File: src/rtl/issue_hazard_unit.sv
`default_nettype none
// +-------------------------------------------------------------------------+
// | issue_hazard_unit - dual-issue scoreboard with pair split FSM           |
// | Optional macro: IHU_FORWARD_EN (counter==1 not busy for source reads)   |
// | Rev 1.0 - initial release                                               |
// +-------------------------------------------------------------------------+

`ifndef AWIDTH
`define AWIDTH 5
`endif
`ifndef OPCODE_WIDTH
`define OPCODE_WIDTH 6
`endif
`ifndef JR
`define JR 8
`endif

module issue_hazard_unit #(
  parameter int AW  = `AWIDTH,
  parameter int LAT = 3
) (
  input  logic                     ihu_i_clk,
  input  logic                     ihu_i_rst_n,
  input  logic                     ihu_i_valid_1,
  input  logic                     ihu_i_valid_2,
  input  logic [`OPCODE_WIDTH-1:0] ihu_i_op_1,
  input  logic [`OPCODE_WIDTH-1:0] ihu_i_op_2,
  input  logic [AW-1:0]            ihu_i_rs_1,
  input  logic [AW-1:0]            ihu_i_rt_1,
  input  logic [AW-1:0]            ihu_i_rd_1,
  input  logic [AW-1:0]            ihu_i_rs_2,
  input  logic [AW-1:0]            ihu_i_rt_2,
  input  logic [AW-1:0]            ihu_i_rd_2,
  input  logic                     ihu_i_we_1,
  input  logic                     ihu_i_we_2,
  input  logic                     ihu_i_flush,
  output logic                     ihu_o_issue_1,
  output logic                     ihu_o_issue_2,
  output logic                     ihu_o_ready,
  output logic                     ihu_o_split,
  output logic [(2**AW)-1:0]       ihu_o_busy
);

  localparam int NREG = 2**AW;
  localparam int CW   = 3;
  localparam logic [0:0] ST_PAIR   = 1'b0;
  localparam logic [0:0] ST_SECOND = 1'b1;

  logic [0:0]              state_q, state_d;
  logic [NREG-1:0][CW-1:0] cnt_q, cnt_d;
  logic [NREG-1:0]         w_src_busy;
  logic [NREG-1:0]         w_wr_busy;
  logic                    w_haz_1, w_haz_2, w_conflict;
  logic                    w_load_1, w_load_2;
  logic                    w_unused_op_1;

  assign w_unused_op_1 = ^ihu_i_op_1;

  genvar gi;
  generate
    for (gi = 0; gi < NREG; gi++) begin : g_busy
      assign w_wr_busy[gi] = (cnt_q[gi] != '0);
`ifdef IHU_FORWARD_EN
      // Last cycle before writeback is covered by the bypass network.
      assign w_src_busy[gi] = (cnt_q[gi] > CW'(1));
`else
      assign w_src_busy[gi] = w_wr_busy[gi];
`endif
    end
  endgenerate

  assign ihu_o_busy = w_wr_busy;

  assign w_haz_1 = w_src_busy[ihu_i_rs_1] | w_src_busy[ihu_i_rt_1] |
                   (ihu_i_we_1 & w_wr_busy[ihu_i_rd_1]);
  assign w_haz_2 = w_src_busy[ihu_i_rs_2] | w_src_busy[ihu_i_rt_2] |
                   (ihu_i_we_2 & w_wr_busy[ihu_i_rd_2]);

  // Slot 2 may not read or overwrite what slot 1 writes, and JR always goes alone.
  assign w_conflict = (ihu_i_we_1 && (ihu_i_rd_1 != '0) &&
                       ((ihu_i_rd_1 == ihu_i_rs_2) || (ihu_i_rd_1 == ihu_i_rt_2) ||
                        (ihu_i_rd_1 == ihu_i_rd_2))) ||
                      (ihu_i_op_2 == `OPCODE_WIDTH'(`JR));

  always_ff @(posedge ihu_i_clk) begin
    if (!ihu_i_rst_n) begin
      state_q <= ST_PAIR;
      cnt_q   <= '0;
    end else begin
      state_q <= state_d;
      cnt_q   <= cnt_d;
    end
  end

  always_comb begin
    state_d = state_q;
    if (ihu_i_flush) begin
      state_d = ST_PAIR;
    end else begin
      case (state_q)
        ST_PAIR:   if (ihu_o_issue_1 && ihu_i_valid_2 && !ihu_o_issue_2) state_d = ST_SECOND;
        ST_SECOND: if (ihu_o_issue_2) state_d = ST_PAIR;
        default:   state_d = ST_PAIR;
      endcase
    end
  end

  always_comb begin
    ihu_o_issue_1 = 1'b0;
    ihu_o_issue_2 = 1'b0;
    ihu_o_ready   = 1'b0;
    ihu_o_split   = (state_q == ST_SECOND);
    if (!ihu_i_flush) begin
      case (state_q)
        ST_PAIR: begin
          ihu_o_issue_1 = ihu_i_valid_1 & ~w_haz_1;
          ihu_o_issue_2 = ihu_o_issue_1 & ihu_i_valid_2 & ~w_haz_2 & ~w_conflict;
          ihu_o_ready   = ihu_o_issue_1 & (ihu_o_issue_2 | ~ihu_i_valid_2);
        end
        ST_SECOND: begin
          ihu_o_issue_2 = ~w_haz_2;
          ihu_o_ready   = ihu_o_issue_2;
        end
        default: ;
      endcase
    end
  end

  assign w_load_1 = ihu_o_issue_1 & ihu_i_we_1;
  assign w_load_2 = ihu_o_issue_2 & ihu_i_we_2;

  always_comb begin
    cnt_d = cnt_q;
    for (int i = 0; i < NREG; i++) begin
      if (cnt_q[i] != '0) cnt_d[i] = cnt_q[i] - CW'(1);
      if ((i != 0) && ((w_load_1 && (ihu_i_rd_1 == AW'(i))) ||
                       (w_load_2 && (ihu_i_rd_2 == AW'(i))))) begin
        cnt_d[i] = CW'(LAT);
      end
    end
    cnt_d[0] = '0;
  end

endmodule

`default_nettype wire

File: config.mk
export PLATFORM = sky130hd
export DESIGN_NAME = issue_hazard_unit
export DESIGN_NICKNAME = d
export VERILOG_FILES = /design/src/rtl/issue_hazard_unit.sv
export SDC_FILE = /design/constraint.sdc
export NUM_CORES = 1
export LEC_CHECK = 0
export CORE_MARGIN = 8
export CORE_UTILIZATION = 35
export DETAILED_ROUTE_END_ITERATION = 16
export DONT_BUFFER_PORTS = 1
export PLACE_DENSITY = 0.54
export SETUP_SLACK_MARGIN = 0.3
export SLEW_MARGIN = 20
export SYNTH_ARGS = -nofsm -noshare
export SYNTH_HDL_FRONTEND = slang
export SYNTH_SLANG_ARGS = --single-unit
File: constraint.sdc
create_clock -name ihu_i_clk -period 9 [get_ports ihu_i_clk]
set_input_delay 2.25 -clock ihu_i_clk [delete_from_list [all_inputs] [get_ports ihu_i_clk]]
set_output_delay 2.25 -clock ihu_i_clk [all_outputs]
set_load 0.05 [all_outputs]
# Word-level counts from Yosys, hierarchy flattened
# Index checks and enable logic that the tools add are counted.
[classes] add_sub_neg=31 order_cmp=6 n_eq_ne=66 mux=83 n_bitwise=20 n_reduce_logical=197
[ops] op="== test 5 bit (second input constant)" count=32
[ops] op="2-to-1 mux 2 bit" count=62
[ops] op="nonzero test 3 bit" count=32
[ops] op="subtractor 3 x 1 -> 3 bit (second input constant)" count=31
[ops] op="== test 5 x 4 -> 1 bit (second input constant)" count=16
[ops] op="logical AND 1 bit" count=66
[ops] op="OR reduction 2 bit" count=32
[ops] op="nonzero test 2 bit" count=31
[ops] op="== test 5 x 3 -> 1 bit (second input constant)" count=8
[ops] op="< comparator 5 x 6 -> 1 bit (second input constant)" count=6
[ops] op="logical OR 1 bit" count=34
[ops] op="binary-select mux 1 bit (select 5 bit)" count=6
[ops] op="== test 5 x 2 -> 1 bit (second input constant)" count=4
[ops] op="== test 5 bit" count=3
[ops] op="2-to-1 mux 1 bit" count=12
[ops] op="== test 5 x 1 -> 1 bit (second input constant)" count=2
[ops] op="bitwise AND 1 bit" count=9
[ops] op="== test 6 x 4 -> 1 bit (second input constant)" count=1
[ops] op="NOT 1 bit" count=6
[ops] op="one-hot mux 1 bit (2 select lines)" count=3
[ops] op="bitwise OR 1 bit" count=5
[ops] op="nonzero test 5 bit" count=1
[ops] op="logical NOT 1 bit" count=1
[word_totals] ff_bits=97 in_bits=49 out_inout_bits=36 wordCells=467

# Depth between registers and ports, before layout
[logic_depth] depth_word=16 mapped_depth=12 depth_no_buf=11

# Least setup slack after synthesis
# Ideal clock, no wire load.
[synth_path] path_type="input port to output port" startpoint="input ihu_i_rd_1[0]" endpoint="output ihu_o_issue_1" arrival_time_ns=5.434 required_ns=6.750 slack_ns=1.316 path_stages=6 path_buffers=1 path_cell_list="clkbuf_1 -> mux4_2 -> o311a_1 -> o211a_1 -> or4_4 -> nor4_1"
[synth_between] elab_chain_cells=8
[synth_rtl] item="from (decl)" line="30" source="input logic [AW-1:0] ihu_i_rd_1,"
[synth_rtl] item="binary-select mux 1 bit (select 5 bit)" line="75" source="(ihu_i_we_1 & w_wr_busy[ihu_i_rd_1]);"
[synth_rtl] item="2-to-1 mux 1 bit (not written as such)" line="75"
[synth_rtl] item="bitwise AND 1 bit" line="75"
[synth_rtl] item="bitwise OR 1 bit" line="74" source="assign w_haz_1 = w_src_busy[ihu_i_rs_1] | w_src_busy[ihu_i_rt_1] |"
[synth_rtl] item="NOT 1 bit" line="116" source="ihu_o_issue_1 = ihu_i_valid_1 & ~w_haz_1;"
[synth_rtl] item="bitwise AND 1 bit" line="116"
[synth_rtl] item="2-to-1 mux 1 bit" line="114" source="case (state_q)"
[synth_rtl] item="2-to-1 mux 1 bit" line="113" source="if (!ihu_i_flush) begin"
[synth_rtl] item="to (decl)" line="37" source="output logic ihu_o_issue_1,"
# Every way passes these cells. The select of a mux whose other input is x is not followed.

# Worst setup path after layout
[layout_path] startpoint="input ihu_i_rt_1[0]" endpoint="output ihu_o_ready"
[layout_between] elab_chain_cells=13
[layout_rtl] item="from (decl)" line="29" source="input logic [AW-1:0] ihu_i_rt_1,"
[layout_rtl] item="binary-select mux 1 bit (select 5 bit) *" line="74"
[layout_rtl] item="2-to-1 mux 1 bit (not written as such) *" line="74"
[layout_rtl] item="bitwise OR 1 bit * (2 in a row)" line="74"
[layout_rtl] item="NOT 1 bit *" line="116"
[layout_rtl] item="bitwise AND 1 bit *" line="116"
[layout_rtl] item="bitwise AND 1 bit (3 in a row)" line="117" source="ihu_o_issue_2 = ihu_o_issue_1 & ihu_i_valid_2 & ~w_haz_2 & ~w_conflict;"
[layout_rtl] item="bitwise OR 1 bit" line="118" source="ihu_o_ready = ihu_o_issue_1 & (ihu_o_issue_2 | ~ihu_i_valid_2);"
[layout_rtl] item="bitwise AND 1 bit *" line="118"
[layout_rtl] item="one-hot mux 1 bit (2 select lines) *" line="114"
[layout_rtl] item="2-to-1 mux 1 bit *" line="113"
[layout_rtl] item="to (decl)" line="39" source="output logic ihu_o_ready,"
# Mark *: on every way between the ends. The rest lies on a longest branch, timed or not. The select of a mux whose other input is x is not followed.

==> metrics.yaml <==
multi_input_area_um2: 4990
die_height_um: 162
final.period_utilization_pct: 79.7
synth_area_um2: 7460
design_area_um2: 8030
slew_viol_final: 0
antennaDiodeCount: 0
finalNetCount: 999
placed_area_um2: 7710
final-hold-violation-count: 0
synth_nets: 1031
yosysUniqueCellTypes: 69
p_per_area_nw_per_um2: 369
cp.required_ns: 6.75
wl_per_cell_um: 20.7
cts_resized: 0
worst-path-buf-inv: 3
cpMaxStageDelayCell: "mux4_2"
crit_top_cell: "buf_4"
ys_warn_count: 0
synthCells: 930
dp_slack_ns: 1.85
clockRootBuffer: "clkbuf_16"
grt_antenna_before_repair: 0
worstHoldPathType: "reg -> reg"
routed_wirelength_um: 24400
final_cell_mix: "nor2_1 (102), dfxtp_1 (94), inv_1 (84), nand2_1 (71), ha_1 (52)"
syn_to_final_growth_pct: 7.65
drcViolationCount: 0
dieArea_um2: 26200
setup-violations-final: 0
synth_seq_cells: 94
initial_core_util_pct: 35.6
synth_edf_count: 0
crit_path_max_incr_delay_ns: 0.53
viasPerCell: 5.80
fill_cells: 2232
critPathLaunchType: "primary input"
final_common_cell: "nor2_1"
p_total_w: 0.00296
tritoncts: "yes"
worst-setup-path-type: "in -> out"
fmax_mhz: 139
worstMarginPinSlew_ns: 1.15
clkLatencyLatePin_ns: 0.36
cts_hold_buf: 0
final.setup.worst_slack_ns: 1.82
grt_max_degree: 53
place.gp.congestion: 0.877
grt_pass1_wl_um: 37700
finalSetupTns_ns: 0
arrival_ns: 4.93
drtAntennaViolNets: 0
fin_worst_skew_ns: 0.0107
relSlewSlack_pct: 23.3
cpLargestDelayFamily: "simple AND/OR/NAND/NOR gates"
syn_area_per_cell_um2: 8.02
rsz0062_at_grt: "false"
fin_cells: 1177
crit_path_max_fanout: 22
cts_buffers: 9
power_leakage_nw: 3.13
grt_pass1_vias: 6334
htree_levels: 3
fp-row-count: 53
io_buffers: 0
drive_gt1_share_pct: 9.76
ir_drop_v: 0.000117
endpoint_kind: "primary output"
ff_latch_area_um2: 1880
synthArstFlopShare_pct: 0
place_inst: 1162
path_clk_slew_ns: 0.06
io_pins: 85
max-clock-path-buffers: 2
cts_setup_buffers: 0
status: "complete, no violations"
die_w_um: 162
drt_iter0_markers: 695
period_minus_slack_ns: 7.18
cts_sinks: 94
yosysSeqAreaShare_pct: 25.2
ys.flop_type: "dfxtp_1"
core_um2: 21000
dpl.hpwl_um: 18400
drtPass1Iterations: 7
grt_overflow_total: 0
dr_total_vias: 6824
crit_path_cell_trace: "inv_1 > mux4_2 > o2bb2ai_1 > nor4_1 > nand3_1 > o31ai_4 > buf_4 > nand2_1 > a21oi_1 > buf_4"
maxCapViolCount: 0
grtUsageTotal_pct: 18.6
==> state kept, by name, indices dropped and copies added (netlist names) <==
name and count:
cnt_q 93, ihu_o_split 1
==> cell usage after synthesis, types with 3 or more instances <==
master     instances  area share (%)
o211ai_1          40             4.0
a2111oi_0          4            0.47
mux4_2            26             7.8
inv_2              7            0.35
o21ai_0           15             1.0
xnor2_1           29             3.4
a31oi_1           27             2.3
buf_1              8            0.40
or3_1              4            0.34
nand2b_1          21             1.8
a32oi_1           10             1.2
nand2_1           71             3.6
ha_1              52             8.7
buf_2              8            0.54
a22oi_1            3            0.30
nand4_1           31             2.6
nand3b_1           6            0.60
mux2_2             5            0.75
nor3_1            28             1.9
dfxtp_1           94              25
inv_1             85             4.3
nor2b_1           19             1.6
xor2_1             9             1.1
nor2_1           102             5.1
a21oi_1           33             2.2
nor4_1             6            0.50
nor4bb_1           3            0.40
mux2i_1           41             5.5
o311a_1            3            0.40
o221ai_1           8            0.94
and2_1             6            0.50
nor4b_1            6            0.70
and3_1             3            0.25
clkbuf_1          45             2.3
o21ai_1            7            0.47
nand3_1           20             1.3
==> kinds of logic after synthesis <==
logic type	synth area share, %
AND/OR/NAND/NOR	22.9
AO/OA/AOI/OAI	16.4
buffers and inverters	8.03
flip-flops	25.2
multiplexers	14.3
adder cells (fa/ha/maj)	8.72
XOR/XNOR	4.46
other	0.0503
==> worst paths after layout <==
check        depth (start not counted)     startpoint  slack [ns]           to
min                                  2      cnt_q[14]        0.44    cnt_q[14]
max reg2reg                         12      cnt_q[63]        4.60    cnt_q[79]
min reg2reg                          2      cnt_q[14]        0.44    cnt_q[14]
max                                 10  ihu_i_rt_1[0]        1.82  ihu_o_ready
==> worst register-to-register path, stage by stage, from the launching register on <==
cell	delay [ns]
dfxtp_1	0.32
inv_1	0.07
ha_1	0.16
nor2b_1	0.56
inv_1	0.58
mux2i_1	0.35
o32ai_1	0.13
a2111oi_0	0.40
nand3_1	0.39
nor2_2	0.26
buf_4	0.36
nand3_1	0.42
o221ai_1	0.30
==> metal layers <==
metal / share of wire [%] / global-route usage (%) / vias to the layer above
li1: - / - / 3250
met3: 8.7 / 4.56 / 47
met2: 46 / 29.5 / 276
met5: 0 / 0 / -
met1: 43 / 24.0 / 3251
met4: 2.8 / 6.86 / 0
==> area by class of cell <==
type	instances	area share (%)
clock inverters	5	1.03
repair buffers	20	1.87
inverters	92	4.30
well taps	275	4.28
clock buffers	10	2.98
multi-input cells	681	62.1
flip-flops and latches	94	23.4
==> power by group <==
| group | switching [W] | internal [W] |
|---|---|---|
| Clock | 0.000174 | 0.000251 |
| Combinational | 0.00124 | 0.000645 |
| Sequential | 0.0000799 | 0.000569 |
| Total | 0.00150 | 0.00146 |
==> per-stage QoR <==
stage                     utilization [%]  hold slack [ns]
after floorplan                         -            0.423
after global placement               36.8            0.432
after detailed placement             36.8            0.436
after CTS                            38.3            0.445
after global routing                 38.3            0.464
final                                38.3            0.444
Note: power is estimated with default switching activity, not from simulation.
